==> src/rtl/layer_sequencer.sv <==
`default_nettype none
// ============================================================================
// Module   : layer_sequencer
// Brief    : Steps an inference through NUM_LAYERS layers, streaming input
//            addresses per layer and handshaking each layer's done.
// Revision : 1.0 - initial release
// ============================================================================
module layer_sequencer #(
    parameter int NUM_LAYERS = 3,
    parameter int ADDR_W     = 10,
    parameter int IDX_W      = 2,
    parameter int TIMEOUT    = 4096
) (
    input  logic                         clk,
    input  logic                         rst,
    input  logic                         start,
    input  logic                         abort,
    input  logic [NUM_LAYERS*ADDR_W-1:0] layer_len,
    input  logic [NUM_LAYERS-1:0]        layer_done,
    input  logic                         addr_ready,
    output logic [ADDR_W-1:0]            addr,
    output logic                         addr_valid,
    output logic                         addr_last,
    output logic [NUM_LAYERS-1:0]        layer_run,
    output logic [IDX_W-1:0]             layer_idx,
    output logic                         busy,
    output logic                         network_ready,
    output logic                         error,
    output logic [1:0]                   err_code
);

    localparam int                    TMO_W       = (TIMEOUT > 1) ? $clog2(TIMEOUT) : 1;
    localparam logic [TMO_W-1:0]      TMO_LAST    = (TIMEOUT > 0) ? TMO_W'(TIMEOUT - 1) : '0;
    localparam logic [NUM_LAYERS-1:0] RUN_FIRST   = NUM_LAYERS'(1);
    localparam logic [IDX_W-1:0]      IDX_FINAL   = IDX_W'(NUM_LAYERS - 1);
    localparam logic [1:0]            ERR_TIMEOUT = 2'b01;
    localparam logic [1:0]            ERR_EARLY   = 2'b10;
    localparam logic [1:0]            ERR_ZERO    = 2'b11;

    typedef enum logic [2:0] {
        S_IDLE      = 3'd0,
        S_RUN       = 3'd1,
        S_WAIT_DONE = 3'd2,
        S_DONE      = 3'd3,
        S_ERROR     = 3'd4
    } state_t;

    state_t                         state_q, state_d;
    logic [NUM_LAYERS*ADDR_W-1:0]   len_q, len_d;
    logic [TMO_W-1:0]               tmo_q, tmo_d;
    logic [ADDR_W-1:0]              addr_q, addr_d;
    logic                           addr_valid_q, addr_valid_d;
    logic                           addr_last_q, addr_last_d;
    logic [NUM_LAYERS-1:0]          layer_run_q, layer_run_d;
    logic [IDX_W-1:0]               layer_idx_q, layer_idx_d;
    logic                           busy_q, busy_d;
    logic                           network_ready_q, network_ready_d;
    logic                           error_q, error_d;
    logic [1:0]                     err_code_q, err_code_d;

    logic [IDX_W-1:0]               next_idx;
    logic [ADDR_W-1:0]              cur_len;
    logic [ADDR_W-1:0]              next_len;
    logic                           cur_done;
    logic                           len_has_zero;
    logic                           beat;
    logic                           go_err;
    logic [1:0]                     err_cause;

    assign next_idx = layer_idx_q + IDX_W'(1);
    assign beat     = addr_valid_q && addr_ready;

    // Select the active/next layer's length and done; other layers' done bits never reach the FSM.
    always_comb begin
        cur_len      = '0;
        next_len     = '0;
        cur_done     = 1'b0;
        len_has_zero = 1'b0;
        for (int k = 0; k < NUM_LAYERS; k++) begin
            if (layer_idx_q == IDX_W'(k)) begin
                cur_len  = len_q[k*ADDR_W +: ADDR_W];
                cur_done = layer_done[k];
            end
            if (next_idx == IDX_W'(k)) begin
                next_len = len_q[k*ADDR_W +: ADDR_W];
            end
            if (layer_len[k*ADDR_W +: ADDR_W] == '0) begin
                len_has_zero = 1'b1;
            end
        end
    end

    always_comb begin
        state_d         = state_q;
        len_d           = len_q;
        tmo_d           = tmo_q;
        addr_d          = addr_q;
        addr_valid_d    = addr_valid_q;
        addr_last_d     = addr_last_q;
        layer_run_d     = layer_run_q;
        layer_idx_d     = layer_idx_q;
        busy_d          = busy_q;
        network_ready_d = 1'b0;
        error_d         = error_q;
        err_code_d      = err_code_q;
        go_err          = 1'b0;
        err_cause       = 2'b00;

        if (abort) begin
            state_d      = S_IDLE;
            tmo_d        = '0;
            addr_d       = '0;
            addr_valid_d = 1'b0;
            addr_last_d  = 1'b0;
            layer_run_d  = '0;
            layer_idx_d  = '0;
            busy_d       = 1'b0;
        end else begin
            case (state_q)
                S_IDLE, S_ERROR: begin
                    if (start) begin
                        len_d      = layer_len;
                        error_d    = 1'b0;
                        err_code_d = 2'b00;
                        if (len_has_zero) begin
                            go_err    = 1'b1;
                            err_cause = ERR_ZERO;
                        end else begin
                            state_d      = S_RUN;
                            layer_idx_d  = '0;
                            addr_d       = '0;
                            addr_valid_d = 1'b1;
                            addr_last_d  = (layer_len[ADDR_W-1:0] == ADDR_W'(1));
                            layer_run_d  = RUN_FIRST;
                            busy_d       = 1'b1;
                        end
                    end
                end
                S_RUN: begin
                    // A done arriving with the final beat is treated as on time.
                    if (beat && addr_last_q) begin
                        state_d      = S_WAIT_DONE;
                        tmo_d        = '0;
                        addr_d       = '0;
                        addr_valid_d = 1'b0;
                        addr_last_d  = 1'b0;
                    end else if (cur_done) begin
                        go_err    = 1'b1;
                        err_cause = ERR_EARLY;
                    end else if (beat) begin
                        addr_d      = addr_q + ADDR_W'(1);
                        addr_last_d = ((addr_q + ADDR_W'(1)) == (cur_len - ADDR_W'(1)));
                    end
                end
                S_WAIT_DONE: begin
                    if (cur_done) begin
                        if (layer_idx_q == IDX_FINAL) begin
                            state_d         = S_DONE;
                            layer_run_d     = '0;
                            network_ready_d = 1'b1;
                        end else begin
                            state_d      = S_RUN;
                            layer_idx_d  = next_idx;
                            addr_d       = '0;
                            addr_valid_d = 1'b1;
                            addr_last_d  = (next_len == ADDR_W'(1));
                            layer_run_d  = layer_run_q << 1;
                        end
                    end else if ((TIMEOUT > 0) && (tmo_q == TMO_LAST)) begin
                        go_err    = 1'b1;
                        err_cause = ERR_TIMEOUT;
                    end else begin
                        tmo_d = tmo_q + TMO_W'(1);
                    end
                end
                S_DONE: begin
                    state_d = S_IDLE;
                    busy_d  = 1'b0;
                end
                default: begin
                    state_d = S_IDLE;
                end
            endcase

            if (go_err) begin
                state_d      = S_ERROR;
                error_d      = 1'b1;
                err_code_d   = err_cause;
                addr_d       = '0;
                addr_valid_d = 1'b0;
                addr_last_d  = 1'b0;
                layer_run_d  = '0;
                layer_idx_d  = '0;
                busy_d       = 1'b0;
            end
        end
    end

    always_ff @(posedge clk or posedge rst) begin
        if (rst) begin
            state_q         <= S_IDLE;
            len_q           <= '0;
            tmo_q           <= '0;
            addr_q          <= '0;
            addr_valid_q    <= 1'b0;
            addr_last_q     <= 1'b0;
            layer_run_q     <= '0;
            layer_idx_q     <= '0;
            busy_q          <= 1'b0;
            network_ready_q <= 1'b0;
            error_q         <= 1'b0;
            err_code_q      <= 2'b00;
        end else begin
            state_q         <= state_d;
            len_q           <= len_d;
            tmo_q           <= tmo_d;
            addr_q          <= addr_d;
            addr_valid_q    <= addr_valid_d;
            addr_last_q     <= addr_last_d;
            layer_run_q     <= layer_run_d;
            layer_idx_q     <= layer_idx_d;
            busy_q          <= busy_d;
            network_ready_q <= network_ready_d;
            error_q         <= error_d;
            err_code_q      <= err_code_d;
        end
    end

    assign addr          = addr_q;
    assign addr_valid    = addr_valid_q;
    assign addr_last     = addr_last_q;
    assign layer_run     = layer_run_q;
    assign layer_idx     = layer_idx_q;
    assign busy          = busy_q;
    assign network_ready = network_ready_q;
    assign error         = error_q;
    assign err_code      = err_code_q;

endmodule
`default_nettype wire

==> config.mk <==
export PLATFORM = sky130hd
export DESIGN_NAME = layer_sequencer
export DESIGN_NICKNAME = d
export VERILOG_FILES = /design/src/rtl/layer_sequencer.sv
export SDC_FILE = /design/constraint.sdc
export NUM_CORES = 1
export LEC_CHECK = 0
export ABC_AREA = 0
export ABC_CLOCK_PERIOD_IN_PS = 3800
export CAP_MARGIN = 20
export CORE_UTILIZATION = 40
export CTS_CLUSTER_SIZE = 28
export DETAILED_ROUTE_END_ITERATION = 8
export PLACE_DENSITY_LB_ADDON = 0.08
export SLEW_MARGIN = 0
export SYNTH_ARGS = -nofsm -noshare
export SYNTH_HDL_FRONTEND = slang
export SYNTH_SLANG_ARGS = --single-unit
==> constraint.sdc <==
create_clock -name clk -period 3.8 [get_ports clk]
set_clock_uncertainty 0.2 [all_clocks]
set_input_delay 0.38 -clock clk [delete_from_list [all_inputs] [get_ports clk]]
set_output_delay 0.38 -clock clk [all_outputs]
set_load 0.005 [all_outputs]
==> results by group, run 1 <==
Status
  – Status: complete, no violations

Floorplan
  – Area of the core: 9730 um2
  – Initial Utilization: 0.410
  – Die W: 102 um
  – IO Pins: 60
  – Row cnt: 36
  – Die Y: 102 um
  – Die area: 10400 um2

Critical path
  – CP max FO: 14
  – Arrival time worst endpoint: 3320 ps
  – Worst Setup SP: layer_idx[0]
  – Worst r2r src: layer_idx[0]
  – Crit path capture type: register
  – Crit path launch type: register
  – Required @ worst endpoint: 3830 ps
  – Crit path kind: register to register

Yosys
  – Syn Area/Cell: 9.73 um2
  – Post-synth top area cell: dfrtp_1
  – Synth Warn #: 0
  – Gate Count Post-Synth: 410
  – EDFF count, synth: 0
  – Register area share after synthesis: 0.420
  – Most frequent cells after synthesis: dfrtp_1, nor2_1, mux2_2, o21ai_0, nand2_1
  – FFs w/ async S/R, synth: 1.00
  – Yosys cell types: 61
  – Area contributors post-synth: dfrtp_1, mux2_2, o21ai_0, xor2_1, nor2_1
  – Synth Register Bits: 67
  – Most common flop cell mapped by yosys: dfrtp_1
  – Cell with the most instances after synthesis: dfrtp_1
  – Post-Synthesis Cell Area: 3990 um2
  – Top cell type's share of synthesized area: 0.420
  – Syn nets: 456

Global routing
  – Vias in the first global route: 3168
  – Global router's overall resource usage: 0.201
  – Initial antenna violation count: 0
  – Overflow left after global routing: 0
  – Largest net degree at the start of global routing: 68
  – First-pass GRT wire length: 16100 um

STA
  – Min cycle time layout: 3290 ps
  – RSZ-0062 raised after global routing: false
  – Fin. Hold Viols: 0
  – Max Slew Vio Count: 0
  – Slew headroom: 0.422
  – Final Cycle Share: 0.865
  – Fin Hold WS: 303 ps
  – Setup TNS: 0 ps
  – Top achievable clock speed: 304 MHz
  – Final Setup Violations: 0
  – Slew of the pin with the lowest slew margin: 866 ps

Route
  – Drt wl/cell: 16.0 um
  – Residual DRC count: 0
  – Routed WL: 9710 um
  – Vias: 3291
  – Post-route ant nets: 0
  – Router iterations before antenna repair: 5
  – Iteration-0 DRC Markers: 133
  – Via/cell ratio: 5.43

Finish
  – Layout cells sized above 1: 0.137
  – Nets: 514
  – # fillers: 959
  – Area delta synth->final: 23.2%
  – Ant. Diodes: 0
  – End-of-flow core utilization: 0.505

Placement
  – HPWL Detailed: 7170 um
  – Buffers added on ports: 59
  – Gp weighted congestion: 0.850

Job
  – Total of max-cap violations: 0

Clock tree
  – CTS H-Tree Depth: 3
  – CTS root buffer: clkbuf_8
  – Clock Latency Late Sink: 350 ps
  – Cts repair resizes: 0
  – CTS Buffer Depth: 2
  – TritonCTS clock tree: built
  – Num CTS Buffers: 9
  – Clk pin slew, worst setup/hold paths: 90 ps
  – Post-CTS Setup Repair Bufs: 0
  – Hold-fix buffers, CTS: 0
  – # clock sinks: 67

Min path
  – Worst min path class: register to register
  – Start point of the worst hold path: layer_run[2]

Power and ir drop
  – PwrDens: 550 nW/um2
  – Worst VDD drop: 0.271 mV
  – Leak: 1.97 nW
-- layout make-up --
type / instances / area [um2] / area share
multi-input cells: 314 / 2190 / 0.446
flip-flops and latches: 67 / 1680 / 0.341
repair buffers: 63 / 621 / 0.126
well taps: 133 / 166 / 0.0338
clock buffers: 11 / 151 / 0.0308
clock inverters: 5 / 61.3 / 0.0125
inverters: 13 / 48.8 / 0.00992
-- cells in the final DEF (no fill, tap or decap), types with 3 or more instances in the layout --
cell type / count
o21ai_0: 29
nor2_1: 31
o2bb2ai_1: 4
and2_1: 5
o22ai_1: 3
a21oi_1: 18
clkinvlp_4: 3
mux2_2: 29
inv_1: 11
a21o_1: 3
nor4b_1: 4
clkbuf_8: 11
nand2b_1: 5
a31oi_1: 3
buf_4: 4
or3_1: 3
xnor2_1: 12
and3_1: 5
o41ai_1: 4
dfrtp_1: 67
nand3b_1: 8
xor2_1: 15
o31ai_1: 6
a2bb2oi_1: 3
nand4_1: 10
nand3_1: 21
mux2i_1: 5
nand2_1: 27
clkdlybuf4s50_1: 59
nor3_1: 8
ha_1: 8
o211ai_1: 3
nor4_1: 8
-- registers in the layout, indices dropped and copies added (netlist names), 2 cells and up --
register   cells
addr          10
err_code       2
layer_idx      2
layer_run      3
len_q         30
state_q        3
tmo_q         12
-- critical path, cell delays in order, from the launching register on --
cell and delay [ps]:
dfrtp_1 440, inv_1 140, ha_1 450, nand3b_4 120, a31oi_4 330, nor4_4 110
a2111o_1 470, o211ai_2 510, o21ai_0 170, a31o_2 230
-- where the power goes --
part	switching (mW)	internal, mW	total (mW)
clock	0.299	0.340	0.639
combinational	0.491	0.485	0.976
sequential	0.181	0.908	1.09
-- per-layer routing --
layer / wire length (um) / track usage / vias up
met5: 0 / 0 / -
met4: 105 / 0.0736 / 0
met3: 349 / 0.0383 / 8
met2: 4640 / 0.308 / 59
met1: 4620 / 0.284 / 1598
li1: - / - / 1626
-- cells by family after synthesis --
kind of cell	after synthesis	share of synthesized area
AND/OR/NAND/NOR	153	0.217
flip-flops	67	0.420
AO/OA/AOI/OAI	92	0.152
buffers and inverters	29	0.0317
multiplexers	34	0.0944
adder cells (fa/ha/maj)	8	0.0251
XOR/XNOR	27	0.0593
-- final timing paths --
check / end / slack, ps / depth (start not counted)
setup / recovery: addr_last / 510 / 9
hold / removal: layer_run[2] / 300 / 2
setup reg to reg: addr_last / 510 / 9
hold reg to reg: layer_run[2] / 300 / 2
max in group asynchronous: len_q[22] / 2430 / 3
min in group asynchronous: layer_run[1] / 400 / 3
-- per-stage QoR --
| step | area [um2] | instances | setup slack, ps | power (mW) |
|---|---|---|---|---|
| detailed placement | 4700 | 590 | 579 | 2.08 |
| finish | 4920 | 606 | 513 | 2.70 |
| CTS | 4920 | 606 | 545 | 2.73 |
| global placement | 4700 | 590 | 666 | 2.07 |
| floorplan | 3990 | 410 | 1170 | 1.77 |
| global route | 4920 | 606 | 341 | 2.88 |
(Power assumes the default switching activity.)
==> inputs of run 2 (changes only) <==
CTS_BUF_LIST = sky130_fd_sc_hd__clkbuf_8   (was not set)
HOLD_SLACK_MARGIN = 0.05   (was not set)
==> results of run 2 <==
Same layout as run 1: the final DEF is identical, and so are final timing and power.
==> inputs of run 3 (changes only) <==
--- a/config.mk
+++ b/config.mk
@@ -14,3 +14,3 @@
 export DETAILED_ROUTE_END_ITERATION = 8
-export HOLD_SLACK_MARGIN = 0.05
+export HOLD_SLACK_MARGIN = 0.08
 export PLACE_DENSITY_LB_ADDON = 0.08
--- a/constraint.sdc
+++ b/constraint.sdc
@@ -4,2 +4,2 @@
 set_output_delay 0.38 -clock clk [all_outputs]
-set_load 0.005 [all_outputs]
+set_load 0.05 [all_outputs]
==> results of run 3 <==
Same layout as run 1 (identical final DEF). Status: complete, no violations.
Main changes from that run: total power 2.70 mW -> 2.79 mW
